File: config.mk
export PLATFORM = sky130hd
export DESIGN_NAME = video_sig_decoder
export DESIGN_NICKNAME = d
export VERILOG_FILES = /design/src/rtl/video_sig_decoder.sv
export SDC_FILE = /design/constraint.sdc
export NUM_CORES = 1
export LEC_CHECK = 0
export CAP_MARGIN = 20
export CORE_MARGIN = 2
export CORE_UTILIZATION = 50
export CTS_CLUSTER_DIAMETER = 120
export DETAILED_ROUTE_END_ITERATION = 10
export GPL_TIMING_DRIVEN = 0
export PLACE_DENSITY_LB_ADDON = 0.3
export SLEW_MARGIN = 30
export SYNTH_ARGS = -nofsm -noshare
export SYNTH_HDL_FRONTEND = slang
export SYNTH_SLANG_ARGS = --single-unit
File: constraint.sdc
create_clock -name clk_pixel_in -period 2.6 [get_ports clk_pixel_in]
set_input_delay 0.52 -clock clk_pixel_in [delete_from_list [all_inputs] [get_ports clk_pixel_in]]
set_output_delay 0.52 -clock clk_pixel_in [all_outputs]
set_load 0.03 [all_outputs]
File: src/rtl/video_sig_decoder.sv
`timescale 1ns/1ps
// video_sig_decoder: capture-side timing recovery from hs/vs/ad -- coordinates, frame strobe/counter,
// measured totals and lock. Define VIDEO_SIG_DECODER_SYNC_MEAS_EN to also measure and lock on sync widths.
module video_sig_decoder #(
  parameter int MAX_H_PIXELS = 2048,
  parameter int MAX_LINES    = 1024,
  parameter int LOCK_FRAMES  = 2,
  localparam int HW = $clog2(MAX_H_PIXELS),
  localparam int VW = $clog2(MAX_LINES)
) (
  input  logic          clk_pixel_in,
  input  logic          rst_n_in,
  input  logic          hs_in,
  input  logic          vs_in,
  input  logic          ad_in,
  output logic          de_out,
  output logic [HW-1:0] hcount_out,
  output logic [VW-1:0] vcount_out,
  output logic          nf_out,
  output logic [5:0]    fc_out,
  output logic [HW-1:0] h_total_out,
  output logic [HW-1:0] h_active_out,
  output logic [VW-1:0] v_total_out,
  output logic [VW-1:0] v_active_out,
`ifdef VIDEO_SIG_DECODER_SYNC_MEAS_EN
  output logic [HW-1:0] h_sync_out,
  output logic [VW-1:0] v_sync_out,
`endif
  output logic          locked_out,
  output logic          err_out
);

  localparam logic [HW-1:0] H_MAX  = '1;
  localparam logic [VW-1:0] V_MAX  = '1;
  localparam int            MW     = (LOCK_FRAMES < 2) ? 1 : $clog2(LOCK_FRAMES + 1);
  localparam logic [MW-1:0] LOCK_N = MW'(LOCK_FRAMES);
`ifdef VIDEO_SIG_DECODER_SYNC_MEAS_EN
  localparam int CW = 3*HW + 3*VW;
`else
  localparam int CW = 2*HW + 2*VW;
`endif

  typedef enum logic [1:0] {SEARCH, MEASURE, VERIFY, LOCKED} state_t;

  state_t          r_state;
  logic [MW-1:0]   r_match_cnt;
  logic [CW-1:0]   r_ref;

  logic            r_hs_q, r_vs_q, r_ad_q;
  logic            w_hs_rise, w_vs_rise, w_ad_rise, w_ad_fall;

  logic [HW-1:0]   r_hpix, r_h_period, r_arun, r_line_active;
  logic            r_h_seen, r_a_seen;
  logic [VW-1:0]   r_lines;
  logic            r_frame_bad;

  logic [HW-1:0]   w_h_period;
  logic            w_period_bad, w_active_bad, w_sat, w_sync_bad, w_bad_now, w_frame_bad;
  logic [CW-1:0]   w_cap;
  logic            w_match;
  logic [MW-1:0]   w_match_next;

  assign w_hs_rise = hs_in & ~r_hs_q;
  assign w_vs_rise = vs_in & ~r_vs_q;
  assign w_ad_rise = ad_in & ~r_ad_q;
  assign w_ad_fall = ~ad_in & r_ad_q;

  // Input delay line and active-area coordinates (one cycle behind the inputs).
  always_ff @(posedge clk_pixel_in or negedge rst_n_in) begin
    if (!rst_n_in) begin
      r_hs_q     <= 1'b0;
      r_vs_q     <= 1'b0;
      r_ad_q     <= 1'b0;
      de_out     <= 1'b0;
      hcount_out <= '0;
      vcount_out <= '0;
    end else begin
      // NOTE: non-blocking assignments here so every flop samples pre-edge values, independent of statement order.
      r_hs_q <= hs_in;
      r_vs_q <= vs_in;
      r_ad_q <= ad_in;
      de_out <= ad_in;
      if (w_ad_rise)
        hcount_out <= '0;
      else if (ad_in && hcount_out != H_MAX)
        hcount_out <= hcount_out + 1'b1;
      if (w_vs_rise)
        vcount_out <= '0;
      else if (w_ad_fall && vcount_out != V_MAX)
        vcount_out <= vcount_out + 1'b1;
    end
  end

  assign w_h_period   = (r_hpix == H_MAX) ? H_MAX : r_hpix + 1'b1;
  assign w_period_bad = w_hs_rise & r_h_seen & (w_h_period != r_h_period);
  assign w_active_bad = w_ad_fall & r_a_seen & (r_arun != r_line_active);
  assign w_sat        = (r_hpix == H_MAX) | (r_arun == H_MAX) | (r_lines == V_MAX) |
                        (hcount_out == H_MAX) | (vcount_out == V_MAX);
  assign w_bad_now    = w_period_bad | w_active_bad | w_sat | w_sync_bad;
  assign w_frame_bad  = r_frame_bad | w_bad_now;

  // Line period, active width and line count, with within-frame consistency tracking.
  always_ff @(posedge clk_pixel_in or negedge rst_n_in) begin
    if (!rst_n_in) begin
      r_hpix        <= '0;
      r_h_period    <= '0;
      r_h_seen      <= 1'b0;
      r_arun        <= '0;
      r_line_active <= '0;
      r_a_seen      <= 1'b0;
      r_lines       <= '0;
      r_frame_bad   <= 1'b0;
    end else begin
      if (w_hs_rise)
        r_hpix <= '0;
      else if (r_hpix != H_MAX)
        r_hpix <= r_hpix + 1'b1;

      if (w_hs_rise) begin
        r_h_period <= w_h_period;
        r_h_seen   <= 1'b1;
      end

      if (w_ad_rise)
        r_arun <= HW'(1);
      else if (ad_in && r_arun != H_MAX)
        r_arun <= r_arun + 1'b1;

      if (w_ad_fall) begin
        r_line_active <= r_arun;
        r_a_seen      <= 1'b1;
      end

      // The first line of each frame only seeds the comparison; it is never judged itself.
      if (w_vs_rise) begin
        r_lines     <= VW'(w_hs_rise);
        r_frame_bad <= 1'b0;
        r_h_seen    <= 1'b0;
        r_a_seen    <= 1'b0;
      end else begin
        if (w_hs_rise && r_lines != V_MAX)
          r_lines <= r_lines + 1'b1;
        if (w_bad_now)
          r_frame_bad <= 1'b1;
      end
    end
  end

`ifdef VIDEO_SIG_DECODER_SYNC_MEAS_EN
  logic [HW-1:0] r_hs_run;
  logic [VW-1:0] r_vs_hs;
  logic          r_s_seen;
  logic          w_hs_fall, w_vs_fall;

  assign w_hs_fall  = ~hs_in & r_hs_q;
  assign w_vs_fall  = ~vs_in & r_vs_q;
  assign w_sync_bad = (w_hs_fall & r_s_seen & (r_hs_run != h_sync_out)) |
                      (r_hs_run == H_MAX) | (r_vs_hs == V_MAX);

  // Sync pulse widths: hs in pixel clocks, vs in lines (hs rises seen while vs is high).
  always_ff @(posedge clk_pixel_in or negedge rst_n_in) begin
    if (!rst_n_in) begin
      r_hs_run   <= '0;
      r_vs_hs    <= '0;
      r_s_seen   <= 1'b0;
      h_sync_out <= '0;
      v_sync_out <= '0;
    end else begin
      if (w_hs_rise)
        r_hs_run <= HW'(1);
      else if (hs_in && r_hs_run != H_MAX)
        r_hs_run <= r_hs_run + 1'b1;

      if (w_hs_fall)
        h_sync_out <= r_hs_run;

      if (w_vs_rise)
        r_vs_hs <= VW'(w_hs_rise);
      else if (w_hs_rise && vs_in && r_vs_hs != V_MAX)
        r_vs_hs <= r_vs_hs + 1'b1;

      if (w_vs_fall)
        v_sync_out <= r_vs_hs;

      if (w_vs_rise)
        r_s_seen <= 1'b0;
      else if (w_hs_fall)
        r_s_seen <= 1'b1;
    end
  end

  assign w_cap = {r_h_period, r_line_active, r_lines, vcount_out, h_sync_out, v_sync_out};
`else
  assign w_sync_bad = 1'b0;
  assign w_cap      = {r_h_period, r_line_active, r_lines, vcount_out};
`endif

  assign w_match      = (w_cap == r_ref);
  assign w_match_next = r_match_cnt + 1'b1;

  // Lock FSM: every decision happens at a frame boundary (vs rise).
  always_ff @(posedge clk_pixel_in or negedge rst_n_in) begin
    if (!rst_n_in) begin
      r_state      <= SEARCH;
      r_match_cnt  <= '0;
      r_ref        <= '0;
      nf_out       <= 1'b0;
      fc_out       <= '0;
      h_total_out  <= '0;
      h_active_out <= '0;
      v_total_out  <= '0;
      v_active_out <= '0;
      locked_out   <= 1'b0;
      err_out      <= 1'b0;
    end else begin
      nf_out  <= w_vs_rise;
      err_out <= 1'b0;
      if (w_vs_rise) begin
        fc_out <= (fc_out == 6'd59) ? 6'd0 : fc_out + 6'd1;
        case (r_state)
          SEARCH: r_state <= MEASURE;
          MEASURE: begin
            r_state     <= VERIFY;
            r_ref       <= w_cap;
            r_match_cnt <= '0;
          end
          VERIFY: begin
            r_ref        <= w_cap;
            h_total_out  <= r_h_period;
            h_active_out <= r_line_active;
            v_total_out  <= r_lines;
            v_active_out <= vcount_out;
            if (w_match && !w_frame_bad) begin
              if (w_match_next == LOCK_N) begin
                r_state     <= LOCKED;
                locked_out  <= 1'b1;
                r_match_cnt <= '0;
              end else begin
                r_match_cnt <= w_match_next;
              end
            end else begin
              r_match_cnt <= '0;
            end
          end
          LOCKED: begin
            r_ref        <= w_cap;
            h_total_out  <= r_h_period;
            h_active_out <= r_line_active;
            v_total_out  <= r_lines;
            v_active_out <= vcount_out;
            if (!w_match || w_frame_bad) begin
              r_state     <= VERIFY;
              locked_out  <= 1'b0;
              err_out     <= 1'b1;
              r_match_cnt <= '0;
            end
          end
          default: r_state <= SEARCH;
        endcase
      end
    end
  end

endmodule
==> results.toml <==
[run_status]
status = "complete, no violations"

[die]
chipHeight_um = 133
rows = 47
fp.coreArea_um2 = 16500
die_area_um2 = 17700
start_util_pct = 50.7
die_w_um = 133
ioPinCount = 78

[sta]
fmax_mhz = 386
timing.final.crit_period_ps = 2590
clock-skew-final_ps = 14.8
setup_slack_ps = 7.57
report.final.slew_viol_count = 0
period_share_pct = 99.7
tightest_slew_ps = 626
grt_setup_unrepaired = "true"
setup_viol_count_final = 0
hold_viol_final = 0
slew_headroom_pct = 58.3

[final_layout]
area_growth_pct = 21.6
nNetsFinal = 843
finalNonFillerCells = 1064
layout-drive-gt1-share_pct = 19.2
final_cell_mix = "177 x dfrtp_1, 93 x mux2_2, 76 x clkdlybuf4s50_1, 69 x nor2_1, 60 x nand2_1"
stdcell_area_um2 = 10100
layout_commonest_cell = "dfrtp_1"
n_antenna_cell = 0

[routing]
wire_per_inst_um = 17.2
antenna_violating_nets_post_route = 0
viasPerCell = 5.51
drtIter0Drc = 397
finalWirelength_um = 18200
vias = 5859
drc = 0
drtPass1Iterations = 5

[power_and_ir_drop]
p_int_mw = 5.55
seq_power_share_pct = 43.8
power_switching_share_pct = 29.0
power.density_nw_per_um2 = 771
leakagePower_nw = 4.56
p_clk_share_pct = 34.9
power_frac_comb_pct = 21.3
ir_drop_mv = 0.509
switching_power_mw = 2.27

[critical_path]
cp-end-kind = "flip-flop"
cp_max_fo = 5
worstReg2RegEnd = "r_match_cnt[0]"
critical_path_class = "reg2reg"
rr_startpoint = "r_hpix[1]"
ff2ff_path_depth = 8
crit_path_start_kind = "flip-flop"
cp-endpoint = "r_match_cnt[0]"
worstSetupStartpoint = "r_hpix[1]"
rrSetupSlack_ps = 8
arrival_ps = 2940
required_ps = 2940

[place]
dp.cells = 1030
routabilityCongestion = 0.844
dpl_cell_area_um2 = 9450
post-place-ws_ps = -426
dpl.hpwl_um = 12900
io_buffers = 77

[synthesis]
synth.distinct_cells = 63
yosysSeqAreaShare_pct = 53.4
syn_inst = 731
synthFlopType = "dfrtp_1"
synth_warnings = 0
avgSynthCellArea_um2 = 11.4
syn-num-nets = 742
async_flop_share_pct = 100
ys_ff_latch = 178
synth_edf_count = 0
synth_area_um2 = 8340

[clock_tree]
cts_tree = "done"
cts_root_buf = "clkbuf_16"
clkSinkCount = 178
htree_levels = 4
numCtsBuffers = 17
clock_path_buffers = 2
clk_pin_slew_ps = 70
clock_latency_ps = 430

[grt]
grt_max_degree = 89
grt_first_pass_wirelength_um = 30300
antenna_found_initial = 0
overflow = 0
grt_util_all_layers_pct = 21.7
grt_pass1_vias = 5927

[flow_run]
max_cap_viol_count = 0

[min_path]
hold_class = "reg2reg"
==> per-stage QoR <==
| stage | TNS [ps] | power, mW | hold slack [ps] | utilization [%] |
|---|---|---|---|---|
| 3_5_place_dp | -23270 | 5.09 | 412 | 57.4 |
| 6_report | 0 | 7.82 | 503 | 61.6 |
| 5_1_grt | -42.8 | 8.19 | 515 | 61.6 |
| 4_1_cts | 0 | 7.84 | 505 | 61.3 |
| 2_1_floorplan | 0 | 4.45 | 224 | - |
| 3_3_place_gp | -1093820 | 5.03 | 482 | 57.0 |
==> worst min path at each step <==
stage / from / slack [ps] / endpoint / cells past startpoint
2_1_floorplan: rst_n_in / 220 / err_out / 0
3_3_place_gp: r_h_seen / 480 / r_h_seen / 2
3_5_place_dp: rst_n_in / 410 / r_h_period[4] / 1
4_1_cts: r_h_seen / 510 / r_h_seen / 2
5_1_grt: v_active_out[5] / 510 / v_active_out[5] / 1
6_report: h_total_out[2] / 500 / h_total_out[2] / 1
==> sequential cells by signal, indices dropped and copies added, names as in the netlist, 11 cells and up <==
register	count
r_h_period	11
r_ref	42
h_total_out	11
r_arun	11
hcount_out	11
r_line_active	11
h_active_out	11
r_hpix	11
==> cell families (layout without fill, tap and decap cells) <==
kind of cell	after synthesis	in the layout	share of synthesized area, %
flip-flops	178	178	53.4
adder cells (fa/ha/maj)	6	6	0.900
AO/OA/AOI/OAI	78	78	6.15
buffers and inverters	40	153	2.31
AND/OR/NAND/NOR	242	242	14.8
XOR/XNOR	91	91	9.56
multiplexers	96	96	12.9
==> power by group through the flow <==
stage | Combinational [mW] | Sequential, mW | Clock (mW)
detailed placement | 1.62 | 3.46 | 0
finish | 1.67 | 3.42 | 2.73
CTS | 1.64 | 3.42 | 2.78
floorplan | 0.808 | 3.64 | 0
global placement | 1.59 | 3.44 | 0
global route | 1.81 | 3.47 | 2.91
==> layout make-up <==
class | count | area (um^2)
fillers | 1305 | 6320
flip-flops and latches | 178 | 4460
multi-input cells | 513 | 3730
repair buffers | 83 | 863
clock buffers | 21 | 440
well taps | 220 | 275
clock inverters | 10 | 184
plain buffers | 31 | 164
inverters | 8 | 30.0
==> synth_stat cells, types with 2 or more instances <==
library cell	number	area, um^2
dfrtp_1	178	4450
mux2_2	93	1050
nor2_1	69	259
nand2_1	60	225
xnor2_1	52	455
xor2_1	39	342
o21ai_0	28	140
nand4_1	25	156
clkbuf_1	24	90.1
nand3_1	17	85.1
a21oi_1	15	75.1
and3_1	9	56.3
nand2b_1	9	56.3
or3_1	9	56.3
inv_1	8	30.0
nor3_1	8	40.0
a31oi_1	7	43.8
and2_1	6	37.5
ha_1	6	75.1
nor4_1	6	37.5
buf_6	5	56.3
and4_1	3	26.3
mux2i_1	3	30.0
nor2b_1	3	18.8
a2111o_1	2	22.5
a21o_2	2	17.5
a22oi_1	2	15.0
and3_2	2	15.0
and4_2	2	20.0
and4b_1	2	20.0
nand3_2	2	20.0
o2111ai_1	2	17.5
o211ai_1	2	15.0
or2_2	2	12.5
==> worst max-delay path: stages (launching register included) <==
cell,delay (ps)
dfrtp_2,440
ha_4,260
or4b_1,470
o21ai_1,90
a211oi_1,80
a2111o_1,400
nor4_4,370
o21ai_2,150
o32ai_2,250
==> timing repair <==
action                     CTS  global route
pin swaps                    1             3
gates cloned                 0             0
setup endpoints to repair    2            49
buffers inserted             1             2
hold buffers                 1             0
gates resized for setup      1            15
hold endpoints to repair    34             0
==> per-layer routing <==
| metal | track usage [%] | part of all wire [%] | vias up |
|---|---|---|---|
| li1 | - | - | 2763 |
| met3 | 4.22 | 3.9 | 23 |
| met1 | 29.3 | 45 | 2928 |
| met2 | 36.2 | 50 | 145 |
| met5 | 0 | 0 | - |
| met4 | 6.21 | 1.3 | 0 |
(Power assumes the default switching activity.)
